[src/rtl/mul_div_unit.sv]
// mul_div_unit: iterative MIPS multiply/divide unit that owns the HI/LO
// registers. Multiply is shift-add and divide is restoring division, one bit
// per cycle. Signed operations run on magnitudes, and the sign is fixed up at
// commit.
//
// Handshake: Start is a one-cycle request that is sampled only while the FSM is
// IDLE, and the bench/hazard unit must not raise it while Busy is high.
// Iterative ops hold Busy for WIDTH+1 cycles. Done pulses for one cycle after
// HI/LO commit, and a new Start may be issued in that same cycle.
// MTHI/MTLO write HI/LO on the accepting edge and never raise Busy.
module mul_div_unit #(
    parameter int WIDTH = 32
) (
    input  logic             clk,
    input  logic             reset,
    input  logic             Start,
    input  logic [2:0]       MDOp,
    input  logic [WIDTH-1:0] SrcAE,
    input  logic [WIDTH-1:0] SrcBE,
    output logic             Busy,
    output logic             Done,
    output logic [WIDTH-1:0] HI,
    output logic [WIDTH-1:0] LO,
    output logic [1:0]       dbg_state
);

    localparam int CW = $clog2(WIDTH);

    typedef enum logic [1:0] {
        IDLE   = 2'd0,
        RUN    = 2'd1,
        FINISH = 2'd2
    } state_t;

    state_t               state;
    logic [CW-1:0]        count;
    // Multiply: {partial product high, multiplier being shifted out}.
    // Divide: the low half holds the dividend, which shifts out while the quotient shifts in.
    logic [2*WIDTH-1:0]   acc;
    logic [WIDTH:0]       rem;
    logic [WIDTH-1:0]     opnd;      // multiplicand magnitude or divisor magnitude
    logic [WIDTH-1:0]     a_raw;     // original dividend, returned in HI on divide by zero
    logic                 is_div;
    logic                 res_neg;
    logic                 rem_neg;
    logic                 div_zero;

    logic                 a_neg;
    logic                 b_neg;
    logic [WIDTH-1:0]     a_mag;
    logic [WIDTH-1:0]     b_mag;
    logic [WIDTH:0]       mul_sum;
    logic [WIDTH:0]       div_shift;
    logic [WIDTH:0]       div_diff;
    logic [2*WIDTH-1:0]   prod_fix;
    logic [WIDTH-1:0]     quot_fix;
    logic [WIDTH-1:0]     rem_fix;

    assign dbg_state = state;

    // Operand magnitudes at acceptance, one iteration step, and the commit-time sign fix.
    always_comb begin
        a_neg     = ~MDOp[0] & SrcAE[WIDTH-1];
        b_neg     = ~MDOp[0] & SrcBE[WIDTH-1];
        a_mag     = a_neg ? (~SrcAE + 1'b1) : SrcAE;
        b_mag     = b_neg ? (~SrcBE + 1'b1) : SrcBE;
        mul_sum   = {1'b0, acc[2*WIDTH-1:WIDTH]} + (acc[0] ? {1'b0, opnd} : '0);
        div_shift = {rem[WIDTH-1:0], acc[WIDTH-1]};
        div_diff  = div_shift - {1'b0, opnd};
        prod_fix  = res_neg ? (~acc + 1'b1) : acc;
        quot_fix  = res_neg ? (~acc[WIDTH-1:0] + 1'b1) : acc[WIDTH-1:0];
        rem_fix   = rem_neg ? (~rem[WIDTH-1:0] + 1'b1) : rem[WIDTH-1:0];
    end

    // Control FSM with the datapath registers and the registered Busy/Done/HI/LO outputs.
    always_ff @(posedge clk) begin
        if (reset) begin
            state    <= IDLE;
            count    <= '0;
            acc      <= '0;
            rem      <= '0;
            opnd     <= '0;
            a_raw    <= '0;
            is_div   <= 1'b0;
            res_neg  <= 1'b0;
            rem_neg  <= 1'b0;
            div_zero <= 1'b0;
            Busy     <= 1'b0;
            Done     <= 1'b0;
            HI       <= '0;
            LO       <= '0;
        end else begin
            Done <= 1'b0;
            case (state)
                IDLE: begin
                    if (Start) begin
                        case (MDOp)
                            3'b000, 3'b001, 3'b010, 3'b011: begin
                                is_div   <= MDOp[1];
                                res_neg  <= a_neg ^ b_neg;
                                rem_neg  <= a_neg;
                                div_zero <= MDOp[1] && (SrcBE == '0);
                                a_raw    <= SrcAE;
                                rem      <= '0;
                                count    <= '0;
                                opnd     <= MDOp[1] ? b_mag : a_mag;
                                acc      <= {{WIDTH{1'b0}}, (MDOp[1] ? a_mag : b_mag)};
                                Busy     <= 1'b1;
                                state    <= RUN;
                            end
                            3'b100:  HI <= SrcAE;
                            3'b101:  LO <= SrcAE;
                            default: ;
                        endcase
                    end
                end
                RUN: begin
                    if (is_div) begin
                        if (!div_diff[WIDTH]) begin
                            rem             <= div_diff;
                            acc[WIDTH-1:0]  <= {acc[WIDTH-2:0], 1'b1};
                        end else begin
                            rem             <= div_shift;
                            acc[WIDTH-1:0]  <= {acc[WIDTH-2:0], 1'b0};
                        end
                    end else begin
                        acc <= {mul_sum, acc[WIDTH-1:1]};
                    end
                    count <= count + 1'b1;
                    if (count == CW'(WIDTH - 1)) begin
                        state <= FINISH;
                    end
                end
                FINISH: begin
                    if (!is_div) begin
                        HI <= prod_fix[2*WIDTH-1:WIDTH];
                        LO <= prod_fix[WIDTH-1:0];
                    end else if (div_zero) begin
                        HI <= a_raw;
                        LO <= '1;
                    end else begin
                        HI <= rem_fix;
                        LO <= quot_fix;
                    end
                    Busy  <= 1'b0;
                    Done  <= 1'b1;
                    state <= IDLE;
                end
                default: state <= IDLE;
            endcase
        end
    end

endmodule
[config.mk]
export PLATFORM = sky130hd
export DESIGN_NAME = mul_div_unit
export DESIGN_NICKNAME = d
export VERILOG_FILES = /design/src/rtl/mul_div_unit.sv
export SDC_FILE = /design/constraint.sdc
export NUM_CORES = 1
export LEC_CHECK = 0
export CAP_MARGIN = 20
export CORE_MARGIN = 2
export CORE_UTILIZATION = 55
export CTS_BUF_LIST = sky130_fd_sc_hd__clkbuf_4 sky130_fd_sc_hd__clkbuf_8
export DETAILED_ROUTE_END_ITERATION = 7
export GPL_ROUTABILITY_DRIVEN = 1
export PLACE_DENSITY = 0.76
export SLEW_MARGIN = 20
export SYNTH_ARGS = -nofsm -noshare
export SYNTH_HDL_FRONTEND = slang
export SYNTH_SLANG_ARGS = --single-unit
[constraint.sdc]
create_clock -name clk -period 4.6 [get_ports clk]
set_clock_uncertainty 0.15 [all_clocks]
set_input_delay 1.15 -clock clk [delete_from_list [all_inputs] [get_ports clk]]
set_output_delay 1.15 -clock clk [all_outputs]
set_load 0.1 [all_outputs]
==> flow_summary.ini, run 1 <==
[run_status]
status = finished, violations left
violations = DRC

[synth]
synth_area_leaders = dfxtp_1, nand2_1, mux2i_1, a21oi_1, xnor2_1
yosys_warnings = 0
seq_area_frac_synth = 0.269
synth-edff-count = 0
synthMuxAreaShare = 0.0663
synth-async-reset-ratio = 0
synthAdderAreaFrac = 0.0519
synth_top_area_frac = 0.269
synth-simple-area-share = 0.207
synth_xor_area_frac = 0.0888
synth_largest_area_cell = dfxtp_1
synthCells = 2336
ys_seq_elements = 237
syn_avg_cell_area_um2 = 7.55
synth_cell_types = 77
yosys_most_used_dff = dfxtp_1
synth_area_mm2 = 0.0176
synth_top_family_by_area = compound AO/OA/AOI/OAI gates
synth_compound_area_frac = 0.263
synth_nets = 2478

[clock_network]
root_buffer = clkbuf_8
cts_inserted_buffers = 45
clock_latency_ns = 0.59
cts_setup_buffers = 0
post_cts_resized = 0
clockBufferDepth = 3
cts.clk_slew.worst_paths_ns = 0.06
cts_sinks = 237
htreeDepth = 2
cts_tree = built
cts_hold_buf = 0

[finish]
n_antenna_cell = 0
layout_commonest_cell = nand2_1
nFillCells = 2821
syn_to_final_growth_pct = 15.8
nets = 2567
drive_gt1_frac = 0.0872
mostFrequentLayoutCells = nand2_1, dfxtp_1, nor2_1

[pwr]
total_power_mw = 5.83
leakage_nw = 7.79
power_density_mw_per_mm2 = 285
peakVddDrop_uv = 197

[setup_path]
cp_num_buf_inv = 2
critPathKind = reg -> reg
critPathTopFamily = compound AO/OA/AOI/OAI gates
crit_fanout = 17
slowest_stage = a2111o_1
critPathRequiredTime_ns = 4.90
end_kind = flop
max_stage_delay_ns = 0.45
cp-start-kind = flop
cp.arrival_ns = 4.51
crit_chain = inv_1 -> ha_1 -> fa_1 -> nand2b_1 -> a211oi_1 -> o21ai_0 -> a2111o_1 -> a31oi_1 -> xnor2_2 -> buf_4 -> nor4b_1 -> a211o_1

[floorplanning]
initial_core_util = 0.559
die-height_um = 183
die-area_mm2 = 0.0335
dieWidth_um = 183
ios = 138
coreArea_mm2 = 0.0316
rows = 65

[global_routing]
grt_overflow = 0
grt_max_degree = 77
grt.total_usage = 0.399
antenna_found_initial = 0
grt_pass1_vias = 16900
grt_pass1_wl_mm = 103

[placement]
place_worst_setup_slack_ns = 0.292
port_buffers = 137
place_congestion = 1.03
place_hpwl_mm = 51.5

[sta]
setup_violations = 0
fin_crit_sh = 0.913
fin_ws_ns = 0.398
fin_tns_setup_ns = 0
tightest_slew_ns = 1.07
hold_ws_ns = 0.300
hold_violations = 0
layout_min_cycle_time_ns = 4.20
relSlewSlack = 0.285
grt_setup_unrepaired = no
fmax_ghz = 0.238
timing.final.max_slew_violations = 0

[drt]
drt-vias-per-instance = 6.64
ant_nets = 0
drt_wl_total_mm = 68.9
dr.pass1.iters = 8
wire_per_inst_um = 24.1
via_count = 19000
drt_iter0_drc = 2523
drcViolationCount = 1

[job]
cap_viol_max_count = 0

[hold_path]
worstHoldPathType = reg -> reg
[power by group]
part | switching [mW] | total, mW | internal [mW]
Sequential | 0.108 | 2.24 | 2.13
Clock | 0.990 | 2.26 | 1.27
Combinational | 0.861 | 1.33 | 0.470
Total | 1.96 | 5.83 | 3.87
[Yosys cell counts, types with 25 or more instances]
cell type / n
a211oi_1: 58
a21oi_1: 190
a221oi_1: 34
clkbuf_1: 149
dfxtp_1: 237
ha_1: 70
inv_1: 74
mux2i_1: 100
nand2_1: 275
nand3_1: 34
nor2_1: 214
nor3_1: 63
nor4_1: 27
o211ai_1: 33
o21ai_0: 141
o31ai_1: 36
or3_1: 25
xnor2_1: 102
xor2_1: 77
[cells by family after synthesis]
| group | after synthesis |
|---|---|
| XOR/XNOR | 179 |
| AO/OA/AOI/OAI | 705 |
| buffers and inverters | 247 |
| multiplexers | 115 |
| AND/OR/NAND/NOR | 781 |
| adder cells (fa/ha/maj) | 72 |
| flip-flops | 237 |
[registers in the layout (all words and copies together) (netlist names)]
| name | flops |
|---|---|
| LO | 32 |
| div_zero | 1 |
| a_raw | 32 |
| count | 5 |
| dbg_state | 2 |
| acc | 64 |
| Busy | 1 |
| rem_neg | 1 |
| HI | 32 |
| is_div | 1 |
| res_neg | 1 |
| Done | 1 |
| rem | 32 |
| opnd | 32 |
[tightest hold or removal path: stages (launching register included)]
cell	delay (ns)
dfxtp_1	0.30
nand2_1	0.05
a21oi_1	0.05
[layer usage]
layer  GRT usage  part of all wire  vias up
met4       0.173             0.051        0
li1            -                 -     8678
met3       0.109              0.13      201
met2       0.557              0.40     1198
met5           0                 0        -
met1       0.571              0.42     8874
[final cells by class]
| type | count | area [um^2] | area share |
|---|---|---|---|
| multi-input combinational | 1852 | 12000 | 0.587 |
| tap | 402 | 503 | 0.0246 |
| clock inverter | 10 | 110 | 0.00539 |
| sequential | 237 | 4750 | 0.232 |
| inverter | 76 | 285 | 0.0140 |
| timing repair buffer | 213 | 1950 | 0.0955 |
| clock buffer | 66 | 833 | 0.0408 |
[final timing paths]
check                  from        end  slack [ns]  depth (start not counted)
hold / removal    a_raw[17]  a_raw[17]        0.30                          2
setup reg to reg    acc[31]    rem[11]        0.40                         12
hold reg to reg   a_raw[17]  a_raw[17]        0.30                          2
setup / recovery    acc[31]    rem[11]        0.40                         12
[per-stage QoR]
step / util / std cells / instance area (um^2)
CTS: 0.648 / 2856 / 20400
finish: 0.648 / 2856 / 20400
global placement: 0.617 / 2780 / 19500
floorplan: - / 2336 / 17600
global route: 0.648 / 2856 / 20400
detailed placement: 0.618 / 2780 / 19500
(Power assumes the default switching activity.)
==> run 2, diff against run 1 <==
Settings changed: CELL_PAD_IN_SITES_DETAIL_PLACEMENT set to 0, CELL_PAD_IN_SITES_GLOBAL_PLACEMENT set to 2, CORE_UTILIZATION 55 to 36, PLACE_DENSITY 0.76 to 0.83.
==> run 2 against run 1 <==
  * The run now ends clean
  * Power is 6.1% higher
  * Die area is 51% higher
  * Clock power rose by 15%
  * Fmax grew 3.7%
  * Global-route usage fell by 11 points
  * Non-clock buffer count up 12
  * First-iteration DRC count decreased by 26%
  * Critical path depth fell by 1
  * Largest power group unchanged
==> flow_summary.ini, run 2 (synthesis results as in run 1) <==
[run_status]
status = finished clean

[setup_path]
crit_chain = inv_1 -> fa_1 -> nand2b_1 -> a211oi_1 -> o21ai_0 -> a2111o_1 -> a31oi_1 -> xnor2_2 -> buf_12 -> nor3_1 -> a211o_1
critPathTopFamily = compound AO/OA/AOI/OAI gates
end_kind = flop
cp_num_buf_inv = 2
critPathRequiredTime_ns = 4.95
reg2reg_depth = 11
crit_fanout = 36
max_stage_delay_ns = 0.56
cp.arrival_ns = 4.40
r2r_slack_ns = 0.55
critPathKind = reg -> reg
reg2reg_from = rem[0]
cp-start-kind = flop
slowest_stage = a211oi_1
reg2reg_to = rem[10]

[sta]
fin_ws_ns = 0.548
setup_violations = 0
fin_crit_sh = 0.881
tightest_slew_ns = 1.12
relSlewSlack = 0.245
timing.final.max_slew_violations = 0
grt_setup_unrepaired = no
hold_ws_ns = 0.302
layout_min_cycle_time_ns = 4.05
hold_violations = 0
fin_tns_setup_ns = 0
fmax_ghz = 0.247

[floorplanning]
dieWidth_um = 225
rows = 81
die-area_mm2 = 0.0508
initial_core_util = 0.363
die-height_um = 225
coreArea_mm2 = 0.0486
ios = 138

[clock_network]
clockBufferDepth = 3
cts_inserted_buffers = 48
cts.clk_slew.worst_paths_ns = 0.06
cts_tree = built
cts_setup_buffers = 0
post_cts_resized = 0
cts_sinks = 237
clock_latency_ns = 0.64
root_buffer = clkbuf_8
cts_hold_buf = 0
htreeDepth = 2

[drt]
wire_per_inst_um = 24.6
drt_iter0_drc = 1864
ant_nets = 0
drt_wl_total_mm = 76.1
via_count = 18600
dr.pass1.iters = 5
drt-vias-per-instance = 6.01
drcViolationCount = 0

[finish]
nets = 2582
layout_commonest_cell = nand2_1
drive_gt1_frac = 0.0957
largest_reg_flops = 64
mostFrequentLayoutCells = nand2_1, dfxtp_1, nor2_1
n_antenna_cell = 0
fin_area_mm2 = 0.0210
regMostFlops = acc
syn_to_final_growth_pct = 19.0
final_util = 0.432

[placement]
place_hpwl_mm = 57.7
place_worst_setup_slack_ns = 0.409
place_congestion = 0.945
port_buffers = 137
placedInstanceArea_mm2 = 0.0199

[global_routing]
grt_pass1_wl_mm = 112
antenna_found_initial = 0
grt_overflow = 0
grt_max_degree = 76
grt_pass1_vias = 17200
grt.total_usage = 0.292

[job]
cap_viol_max_count = 0

[hold_path]
hold_depth = 2
min-delay-start = a_raw[17]
hold_end = a_raw[17]
worstHoldPathType = reg -> reg

[pwr]
power_density_mw_per_mm2 = 295
peakVddDrop_uv = 178
leakage_nw = 7.95
-- run 2: layout make-up --
| cell class | instances | area [um^2] |
|---|---|---|
| fill | 4990 | 27700 |
| multi-input combinational | 1852 | 12000 |
| sequential | 237 | 4750 |
| timing repair buffer | 225 | 2070 |
| clock buffer | 75 | 982 |
| tap | 622 | 778 |
| inverter | 76 | 285 |
| clock inverter | 11 | 136 |
-- run 2: worst max path at each step --
stage	start	endpoint	slack (ns)	cells after the start
after floorplan	acc[31]	rem[15]	0.90	13
after global placement	SrcBE[15]	acc[30]	0.39	10
after detailed placement	SrcBE[15]	acc[30]	0.41	10
after CTS	rem[0]	rem[10]	0.61	11
after global routing	rem[0]	rem[11]	0.36	11
final	rem[0]	rem[10]	0.55	11
-- run 2: tightest hold or removal path: stages (launching register included) --
cell     delay, ns
dfxtp_1       0.30
nand2_1       0.05
a21oi_1       0.05
-- run 2: power breakdown --
part	internal, mW	leakage (nW)	switching [mW]
registers	2.13	1.93	0.102
logic	0.481	5.43	0.882
clock network	1.52	0.589	1.07
total	4.14	7.95	2.05
-- run 2: metal layers --
layer	part of all wire	GRT usage	up-vias
met5	0	0	-
met4	0.037	0.106	0
met3	0.081	0.0450	128
met2	0.43	0.437	796
met1	0.45	0.421	8974
li1	-	-	8731
-- run 2: per-stage QoR --
step	power, mW	std cells
after floorplan	3.09	2336
after global placement	3.60	3012
after detailed placement	3.61	3012
after CTS	6.19	3098
after global routing	6.40	3098
final	6.19	3098
==> run 3, diff against run 2 <==
Settings changed: MAX_ROUTING_LAYER set to met4.
==> run 3 against run 2 <==
  * Fmax is 0.55% higher
  * Sequential share of layout area is 0.11 points lower
  * Flip-flop and latch count stayed put
  * Largest cell class unchanged
  * Largest power group unchanged
  * Highest routed layer unchanged
==> flow_summary.ini, run 3 (synthesis results as in run 1) <==
[run_status]
status = finished clean

[drt]
ant_nets = 0
drt_iter0_drc = 1990
dr.pass1.iters = 6
drt_wl_total_mm = 76.7
drt-vias-per-instance = 6.00
wire_per_inst_um = 24.6
drcViolationCount = 0
via_count = 18700

[placement]
place_congestion = 0.938
place_hpwl_mm = 58.3
port_buffers = 137

[finish]
n_antenna_cell = 0
final_util = 0.434
largest_reg_flops = 64
layout_commonest_cell = nand2_1
syn_to_final_growth_pct = 19.6
drive_gt1_frac = 0.102
regMostFlops = acc
nets = 2592
mostFrequentLayoutCells = nand2_1, dfxtp_1, nor2_1
nFillCells = 4987

[global_routing]
grt_max_degree = 91
grt_pass1_vias = 17200
grt.total_usage = 0.304
antenna_found_initial = 0
grt_pass1_wl_mm = 112
grt_overflow = 0

[floorplanning]
die-height_um = 225
rows = 81
ios = 138
initial_core_util = 0.363
dieWidth_um = 225
die-area_mm2 = 0.0508
coreArea_mm2 = 0.0486

[job]
cap_viol_max_count = 0

[sta]
fin_crit_sh = 0.876
relSlewSlack = 0.261
layout_min_cycle_time_ns = 4.03
fmax_ghz = 0.248
setup_violations = 0
hold_violations = 0
grt_setup_unrepaired = no
tightest_slew_ns = 1.10
fin_tns_setup_ns = 0
timing.final.max_slew_violations = 0

[hold_path]
worstHoldPathType = reg -> reg

[pwr]
power_frac_clock = 0.423
pwr-share-seq = 0.358
leakage_nw = 8.03
peakVddDrop_uv = 166
switching_power_mw = 2.05
combPwrFrac = 0.220
switching_share = 0.329
power_density_mw_per_mm2 = 296
intPower_mw = 4.20

[setup_path]
cp.arrival_ns = 4.39
end_kind = flop
cp-start-kind = flop
critPathKind = reg -> reg
critPathRequiredTime_ns = 4.96
crit_fanout = 36

[clock_network]
clock_latency_ns = 0.63
cts_hold_buf = 0
cts.clk_slew.worst_paths_ns = 0.06
cts_inserted_buffers = 50
cts_sinks = 237
post_cts_resized = 0
cts_tree = built
root_buffer = clkbuf_8
cts_setup_buffers = 0
htreeDepth = 2
clockBufferDepth = 3
==> run 3: through the flow <==
stage / hold slack [ns] / instances / total power [mW] / setup WS (ns) / instance area (um^2)
floorplan: 0.281 / 2336 / 3.09 / 0.898 / 17600
global placement: 0.288 / 3019 / 3.61 / 0.274 / 19900
detailed placement: 0.297 / 3019 / 3.62 / 0.306 / 19900
CTS: 0.304 / 3113 / 6.26 / 0.629 / 21100
global route: 0.317 / 3114 / 6.48 / 0.383 / 21100
finish: 0.304 / 3114 / 6.25 / 0.570 / 21100
==> run 3: routing by layer <==
layer / up-vias / wire, um / global-route usage
met5: - / 0 / -
met4: 0 / 2410 / 0.0880
met3: 121 / 6160 / 0.0591
met2: 751 / 33100 / 0.449
met1: 9045 / 35000 / 0.419
li1: 8759 / - / -
==> run 3: power groups by stage <==
stage	registers, mW	clock network (mW)	logic (mW)
2_1_floorplan	2.33	0	0.760
3_3_place_gp	2.28	0	1.34
3_5_place_dp	2.28	0	1.34
4_1_cts	2.23	2.68	1.35
5_1_grt	2.24	2.77	1.46
6_report	2.24	2.64	1.37
==> run 3: worst max-delay path, cell delays in order, from the launching register on <==
cell,delay (ns)
dfxtp_1,0.35
inv_1,0.08
ha_1,0.23
fa_1,0.40
nand2b_1,0.20
a211oi_1,0.58
o21ai_0,0.30
a2111o_1,0.45
a31oi_1,0.26
xnor2_2,0.22
buf_12,0.28
nor3_1,0.09
a211o_1,0.29
==> run 3: path summary, 6_finish.rpt <==
path	end	from	cells after the start	slack, ns
worst max-delay path	rem[10]	acc[31]	12	0.57
worst min-delay path	opnd[7]	opnd[7]	2	0.30
worst max register to register	rem[10]	acc[31]	12	0.57
worst min register to register	opnd[7]	opnd[7]	2	0.30
==> run 3: area by class of cell <==
cell class / count / area [um^2] / area share
Timing Repair Buffer: 233 / 2110 / 0.100
Clock buffer: 85 / 1080 / 0.0510
Sequential cell: 237 / 4750 / 0.225
Tap cell: 622 / 778 / 0.0369
Inverter: 76 / 285 / 0.0135
Multi-Input combinational cell: 1852 / 12000 / 0.569
Clock inverter: 9 / 95.1 / 0.00451
